$ cat config.mk
export PLATFORM = sky130hd
export DESIGN_NAME = fpu_mmio_responder_flat
export DESIGN_NICKNAME = d
export VERILOG_FILES = /design/src/rtl/fpu_mmio_responder_if.sv /design/src/rtl/fpu_mmio_responder.sv /design/src/flat_wrapper.sv
export SDC_FILE = /design/constraint.sdc
export NUM_CORES = 1
export LEC_CHECK = 0
export BUFFER_PORTS_ARGS = -buffer_cell sky130_fd_sc_hd__buf_2
export CAP_MARGIN = 20
export CORE_MARGIN = 2
export CORE_UTILIZATION = 50
export DETAILED_ROUTE_END_ITERATION = 6
export PLACE_DENSITY = 0.79
export SLEW_MARGIN = 10
export SYNTH_ARGS = -nofsm -noshare
export SYNTH_HDL_FRONTEND = slang
export SYNTH_SLANG_ARGS = --single-unit
$ cat constraint.sdc
create_clock -name clk -period 10.82 [get_ports clk]
set_input_delay 2.164 -clock clk [delete_from_list [all_inputs] [get_ports clk]]
set_output_delay 2.164 -clock clk [all_outputs]
set_load 0.02 [all_outputs]
$ cat src/rtl/fpu_mmio_responder_if.sv
// Data-memory port bundle between the pipeline memory stage (master) and the FP responder (slave).
interface fpu_mmio_responder_if;
  logic        cs;
  logic        we;
  logic [1:0]  addr;
  logic [31:0] wdata;
  logic [31:0] rdata;
  logic        busy;
  logic        irq;

  modport master (output cs, we, addr, wdata, input rdata, busy, irq);
  modport slave  (input cs, we, addr, wdata, output rdata, busy, irq);
endinterface

$ cat src/rtl/fpu_mmio_responder.sv
// Memory-mapped single-precision responder: iterative MUL, one-cycle NEG/ABS.
// Optional completion interrupt enabled by defining FPU_IRQ_EN.
module fpu_mmio_responder #(
  parameter int unsigned MUL_ITERS = 24,
  parameter logic [31:0] QNAN      = 32'h7FC0_0000
) (
  input logic                  clk,
  input logic                  reset,
  fpu_mmio_responder_if.slave  bus
);
  localparam int unsigned CNT_W = $clog2(MUL_ITERS + 1);

  typedef enum logic [2:0] {S_IDLE, S_SHORT, S_ITER, S_NORM, S_DONE} state_t;

  state_t             state_q;
  logic [31:0]        opa_q, opb_q, result_q, pend_q;
  logic [47:0]        mcand_q, acc_q;
  logic [23:0]        mplier_q;
  logic [CNT_W-1:0]   cnt_q;
  logic signed [9:0]  exp_q;
  logic               sign_q, busy_q, done_q, err_q;

  logic wr, wr_op, accepted, illegal, ctrl_go, stat_wr;
  assign wr       = bus.cs & bus.we;
  assign wr_op    = wr & (bus.addr != 2'd3);
  assign accepted = wr_op & ~busy_q;
  assign illegal  = wr_op & busy_q;
  assign ctrl_go  = accepted & (bus.addr == 2'd2);
  assign stat_wr  = wr & (bus.addr == 2'd3);

  // Operand classification; denormals count as zero.
  logic [7:0]  ea, eb;
  logic [22:0] ma, mb;
  logic        sgn, zero_a, zero_b, inf_a, inf_b, nan_a, nan_b, is_spec;
  logic [31:0] spec_res, short_res;
  assign ea     = opa_q[30:23];
  assign eb     = opb_q[30:23];
  assign ma     = opa_q[22:0];
  assign mb     = opb_q[22:0];
  assign sgn    = opa_q[31] ^ opb_q[31];
  assign zero_a = (ea == 8'h00);
  assign zero_b = (eb == 8'h00);
  assign inf_a  = (ea == 8'hFF) & (ma == '0);
  assign inf_b  = (eb == 8'hFF) & (mb == '0);
  assign nan_a  = (ea == 8'hFF) & (ma != '0);
  assign nan_b  = (eb == 8'hFF) & (mb != '0);
  assign is_spec = zero_a | zero_b | (ea == 8'hFF) | (eb == 8'hFF);

  always_comb begin
    spec_res = {sgn, 31'b0};
    if (nan_a | nan_b | (inf_a & zero_b) | (inf_b & zero_a))
      spec_res = QNAN;
    else if (inf_a | inf_b)
      spec_res = {sgn, 8'hFF, 23'b0};
  end

  always_comb begin
    short_res = {~opa_q[31], opa_q[30:0]};
    case (bus.wdata[1:0])
      2'b00:   short_res = spec_res;
      2'b10:   short_res = {1'b0, opa_q[30:0]};
      default: short_res = {~opa_q[31], opa_q[30:0]};
    endcase
  end

  logic signed [9:0] exp_n;
  logic [22:0]       mant_n;
  logic [31:0]       norm_res;
  always_comb begin
    exp_n  = acc_q[47] ? exp_q + 10'sd1 : exp_q;
    mant_n = acc_q[47] ? acc_q[46:24] : acc_q[45:23];
    if (exp_n >= 10'sd255)
      norm_res = {sign_q, 8'hFF, 23'b0};
    else if (exp_n <= 10'sd0)
      norm_res = {sign_q, 31'b0};
    else
      norm_res = {sign_q, exp_n[7:0], mant_n};
  end

  always_ff @(posedge clk or posedge reset) begin
    if (reset) begin
      state_q  <= S_IDLE;
      opa_q    <= '0;
      opb_q    <= '0;
      result_q <= '0;
      pend_q   <= '0;
      mcand_q  <= '0;
      acc_q    <= '0;
      mplier_q <= '0;
      cnt_q    <= '0;
      exp_q    <= '0;
      sign_q   <= 1'b0;
      busy_q   <= 1'b0;
      done_q   <= 1'b0;
      err_q    <= 1'b0;
    end else begin
      if (stat_wr) begin
        done_q <= 1'b0;
        err_q  <= 1'b0;
      end
      if (illegal) err_q <= 1'b1;
      if (accepted && bus.addr == 2'd0) opa_q <= bus.wdata;
      if (accepted && bus.addr == 2'd1) opb_q <= bus.wdata;

      case (state_q)
        S_SHORT: begin
          result_q <= pend_q;
          done_q   <= 1'b1;
          state_q  <= S_DONE;
        end
        S_ITER: begin
          if (mplier_q[0]) acc_q <= acc_q + mcand_q;
          mcand_q  <= mcand_q << 1;
          mplier_q <= mplier_q >> 1;
          cnt_q    <= cnt_q - CNT_W'(1);
          if (cnt_q == CNT_W'(1)) state_q <= S_NORM;
        end
        S_NORM: begin
          result_q <= norm_res;
          busy_q   <= 1'b0;
          done_q   <= 1'b1;
          state_q  <= S_DONE;
        end
        default: ;
      endcase

      // A new command overrides a same-edge one-cycle completion.
      if (ctrl_go) begin
        done_q <= 1'b0;
        if (bus.wdata[1:0] == 2'b00 && !is_spec) begin
          mcand_q  <= {24'b0, 1'b1, ma};
          mplier_q <= {1'b1, mb};
          acc_q    <= '0;
          cnt_q    <= CNT_W'(MUL_ITERS);
          exp_q    <= $signed({2'b00, ea}) + $signed({2'b00, eb}) - 10'sd127;
          sign_q   <= sgn;
          busy_q   <= 1'b1;
          state_q  <= S_ITER;
        end else begin
          pend_q  <= short_res;
          state_q <= S_SHORT;
        end
      end
    end
  end

  always_comb begin
    bus.rdata = '0;
    if (bus.cs && !bus.we) begin
      case (bus.addr)
        2'd0:    bus.rdata = result_q;
        2'd1:    bus.rdata = opb_q;
        2'd3:    bus.rdata = {29'b0, err_q, done_q, busy_q};
        default: bus.rdata = '0;
      endcase
    end
  end

  assign bus.busy = busy_q;

`ifdef FPU_IRQ_EN
  logic irq_q, done_rise;
  assign done_rise = (state_q == S_NORM) | ((state_q == S_SHORT) & ~ctrl_go);
  always_ff @(posedge clk or posedge reset) begin
    if (reset) begin
      irq_q <= 1'b0;
    end else if (done_rise || illegal) begin
      irq_q <= 1'b1;
    end else if (stat_wr || ctrl_go) begin
      irq_q <= 1'b0;
    end
  end
  assign bus.irq = irq_q;
`else
  assign bus.irq = 1'b0;
`endif
endmodule

$ cat src/flat_wrapper.sv
// flat-port wrapper written by rule: the top's interface ports become plain ports
module fpu_mmio_responder_flat 
#(
  parameter int unsigned MUL_ITERS = 24,
  parameter logic [31:0] QNAN      = 32'h7FC0_0000
)
  (clk, reset, bus_cs, bus_we, bus_addr, bus_wdata, bus_rdata, bus_busy, bus_irq);
  fpu_mmio_responder_if bus_i ();
  input logic clk;
  input logic reset;
  input wire logic [$bits(bus_i.cs)-1:0] bus_cs;
  input wire logic [$bits(bus_i.we)-1:0] bus_we;
  input wire logic [$bits(bus_i.addr)-1:0] bus_addr;
  input wire logic [$bits(bus_i.wdata)-1:0] bus_wdata;
  output wire logic [$bits(bus_i.rdata)-1:0] bus_rdata;
  output wire logic [$bits(bus_i.busy)-1:0] bus_busy;
  output wire logic [$bits(bus_i.irq)-1:0] bus_irq;
  assign bus_i.cs = bus_cs;
  assign bus_i.we = bus_we;
  assign bus_i.addr = bus_addr;
  assign bus_i.wdata = bus_wdata;
  assign bus_rdata = bus_i.rdata;
  assign bus_busy = bus_i.busy;
  assign bus_irq = bus_i.irq;
  fpu_mmio_responder #(.MUL_ITERS(MUL_ITERS), .QNAN(QNAN)) u_core (.clk(clk), .reset(reset), .bus(bus_i));
endmodule
; Yosys cells after proc, flatten, opt, wreduce, memory -nomap -nowiden
; Cells that the tools add are included.
[word_totals]
mem_count = 0
ram_bits = 0
out_inout_bits = 34
wordCells = 112
in_bits = 38
regBits = 270
mem_bits_ro = 0
latchBits = 0
[classes]
div_mod_pow = 0
n_shift = 0
n_mul = 0
n_lt_le_gt_ge = 2
n_mux = 34
n_addsub = 5
n_eq_ne = 12
n_bitwise = 23
n_reduce_logical = 22
[ops]
columns = cell, n
row1 = 2-to-1 mux 48 bit, 7
row2 = one-hot mux 32 bit (2 select lines), 2
row3 = one-hot mux 32 bit (3 select lines), 1
row4 = 2-to-1 mux 31 bit, 3
row5 = 2-to-1 mux 24 bit, 3
row6 = 2-to-1 mux 32 bit, 2
row7 = adder 48 bit, 1
row8 = zero test 23 bit, 2
row9 = nonzero test 23 bit, 2
row10 = 2-to-1 mux 23 bit, 1
row11 = "== test 8 bit, second input constant", 2
row12 = zero test 8 bit, 2
row13 = 2-to-1 mux 5 bit, 3
row14 = AND 1 bit, 12
row15 = "adder 10 x 2 -> 10 bit, second input constant", 1
row16 = "greater-or-equal comparator 10 x 9 -> 1 bit, second input constant", 1
row17 = "less-or-equal comparator 10 x 1 -> 1 bit, second input constant", 1
row18 = 2-to-1 mux 10 bit, 1
row19 = "subtractor 10 x 8 -> 10 bit, second input constant", 1
row20 = adder 8 x 8 -> 9 bit, 1
row21 = 2-to-1 mux 1 bit, 7
row22 = OR 1 bit, 7
row23 = "== test 2 bit, second input constant", 3
row24 = "== test 3 x 2 -> 1 bit, second input constant", 2
row25 = other kinds (18), 30

; Longest topological paths before layout
[logic_depth]
depth_word = 8
ltp_mapped = 12
mapped_depth_nobuf = 12

; Worst setup path after synthesis
; No wires, ideal clock.
[synth_path]
path_kind = input port to output port
startpoint = input port bus_addr[0]
endpoint = output port bus_rdata[10]
path_stages = 4
t_required_ns = 8.656
n_path_buf = 2
slack_ns = 5.203
arrival_time_ns = 3.453
path_cell_list = buf_1 -> buf_1 -> mux2i_1 -> nor2_1
[synth_via]
elab_chain_cells = 3
elab_cells_between_ends = 5
cone_classes = eq/ne (2) / mux (2) / reduce/logical (1)
[synth_lines]
columns = item, line
row1 = "start, declared", flat_wrapper.sv:13  ; input wire logic [$bits(bus_i.addr)-1:0] bus_addr;
row2 = "== test 2 bit, or another cell as far along", fpu_mmio_responder.sv:150  ; case (bus.addr)
row3 = one-hot mux 32 bit (3 select lines) (*), fpu_mmio_responder.sv:150
row4 = 2-to-1 mux 32 bit (*), fpu_mmio_responder.sv:149  ; if (bus.cs && !bus.we) begin
row5 = "end, declared", flat_wrapper.sv:15  ; output wire logic [$bits(bus_i.rdata)-1:0] bus_rdata;
; Mark *: on every way between the ends. The rest lies on a longest branch, timed or not.

; Worst setup path after layout
[layout_path]
startpoint = input port bus_addr[0]
endpoint = output port bus_rdata[1]
; The elaborated chain is that of the path after synthesis.

==> out/metrics.cfg <==
[floorplan]
floorplan.initialDensity_pct = 50.9
ios = 72
rows = 63
die_area_sq_mm = 0.0318
die_y_microns = 178
core_area_sq_mm = 0.0298
die_width_microns = 178

[placement]
hpwl_microns = 28100
portBuffers = 70
dp_cells = 2069
pre_cts_slack_ns = 4.94
place_congestion = 0.890

[detailed_routing]
antenna_left = 0
via_per_inst = 6.08
wl_microns = 40500
drtIter0Drc = 1290
drc = 0
vias = 12900
routedWlPerCell_microns = 19.1
drtPass1Iterations = 7

[setup_path]
path_buf_inv = 2
required_ns = 8.66
cpPeakStageDelay_ns = 0.82
crit_type = in2out
critPathMaxFanout = 40
cp-end-kind = output port
cp_data_arrival_time_ns = 3.73
crit_slowest_cell = buf_2
startpoint_type = input pin
crit_chain = buf_2, mux2i_1, nor2_1, a31oi_1, nor2_1, buf_2
cpLargestDelayFamily = buffers and inverters

[synthesis]
synth_area_leader_cell = dfrtp_1
seq_area_frac_synth_pct = 44.5
synth.top_cells.by_area = dfrtp_1, nand2_1, ha_1
synth_cells = 1702
netlist_area_sq_mm = 0.0152
yosysWarnings = 0
synth_nets = 1801
synth_ff_type = dfrtp_1
syn_avg_cell_area_sq_um = 8.91
synth_most_common_cell = nand2_1
synth_top_cell_area_share_pct = 44.5
synth_edf_count = 0
yosys-top-cells-count = nand2_1, dfrtp_1, a21oi_1
ys_async_sr_fraction_pct = 100
ys_types = 71
ys_ff_latch = 270

[sta]
setup_viol = 0
min_period_over_period_pct = 54.5
max_clock_freq_mhz = 170
drv_slew = 0
hold_violations = 0
clock_skew_ns = 0.0140
worst_pin_slew_ns = 1.12
setup-tns-final_ns = 0
fin_ws_ns = 4.92
rsz0062_at_grt = no
timing.final.crit_period_ns = 5.90
worst_slew_margin_rel_pct = 25.4

[clock_tree]
cts_max_path_buffers = 3
numClockSinks = 270
postCtsSetupBuffers = 0
cts_inserted_buffers = 29
path_clk_slew_ns = 0.06
clock_latency_ns = 0.55
cts_tree = built
cts_hold_buf = 0
htreeDepth = 1
root_buffer = clkbuf_16
cts_resized = 0

[pwr]
leakagePower_nw = 7.80
ir_worst_vdd_mv = 0.113
power.density_mw_per_mm2 = 126

[grt]
grt_first_pass_wirelength_microns = 65200
antenna_found_initial = 0
grt.total_usage_pct = 25.6
overflow = 0
grt_max_degree = 125
grt_pass1_vias = 12300

[finish]
final_nets = 1810
post-route-util_pct = 56.3
syn2layout_area_growth_pct = 10.6
final_layout_size_suffix_gt1_share_pct = 9.17
antennaDiodeCount = 0
finalNonFillerCells = 2123

[run]
cap_violations = 0

[status]
status = finished clean

[hold_path]
min_path_type = reg2reg

-- flip-flops by register name (all words and copies together) (netlist names), 10 cells and up --
name and count:
u_core.opa_q 32, u_core.opb_q 32, u_core.exp_q 10, u_core.pend_q 32, u_core.mplier_q 24, u_core.result_q 32, u_core.mcand_q 48, u_core.acc_q 48
-- logic make-up after synthesis --
family / synth area share (%)
xor gates and xnor gates: 4.04
DFF: 44.5
buffers and inverters: 3.20
adders and majority gates: 5.13
AOI/OAI and AO/OA: 16.3
and+or+nand+nor: 18.3
other: 0.0247
muxes: 8.51
-- worst register-to-register path: cells and delay by family, from the launching register on --
family,cells,cell delay [ns]
compound gates,9,2.25
fa+ha+maj,2,0.65
flops,1,0.40
simple gates,1,0.14
-- final cells by class --
class                      instances  area [sq um]
fill                            2490         13000
clock buffer                      40           857
sequential                       270          6760
tap                              390           488
timing repair buffer              85           483
inverter                          21          86.3
clock inverter                    13           154
multi-input combinational       1304          7960
-- worst paths after layout --
check / startpoint / end / slack, ns / cells after the start
min in group asynchronous: reset / u_core.mplier_q[2] / 1.76 / 2
hold reg to reg: u_core.pend_q[21] / u_core.pend_q[21] / 0.46 / 2
max in group asynchronous: reset / u_core.pend_q[17] / 7.60 / 3
setup / recovery: bus_addr[0] / bus_rdata[1] / 4.92 / 6
hold / removal: u_core.pend_q[21] / u_core.pend_q[21] / 0.46 / 2
setup reg to reg: u_core.mcand_q[0] / u_core.acc_q[46] / 7.22 / 12
-- stage by stage --
| step | hold WS (ns) | power (mW) | area (sq um) |
|---|---|---|---|
| floorplan | 0.431 | 1.08 | 15200 |
| global placement | 0.445 | 1.10 | 15700 |
| detailed placement | 0.448 | 1.10 | 15700 |
| CTS | 0.462 | 2.13 | 16800 |
| global route | 0.489 | 2.18 | 16800 |
| finish | 0.461 | 2.12 | 16800 |
-- cell usage in the layout, fill, tap and decap left out, drive strengths merged, types with 14 or more instances in the layout --
cell type and instances:
nor3 14, nand4 19, nor3b 23, a21o 29
nor4 17, ha 59, buf 85, nand2 336
mux2i 57, a31oi 59, xnor2 48, mux2 64
a21oi 140, inv 23, clkbuf 40, dfrtp 270
o21ai 109, nand3 46, xor2 22, nor2 139
-- layer usage --
layer / global-route usage, % / share of wire [%] / vias up
met2: 42.7 / 48 / 449
li1: - / - / 6015
met1: 35.0 / 43 / 6361
met5: 0 / 0 / -
met4: 7.76 / 3.0 / 0
met3: 3.26 / 6.2 / 93
-- where the power goes --
group          total, mW  switching [mW]  internal, mW
Clock               1.04           0.412         0.624
Combinational     0.0623          0.0442        0.0181
Sequential          1.02         0.00748          1.01
Total               2.12           0.463          1.66
No activity file was read; power rests on OpenSTA's default activity.
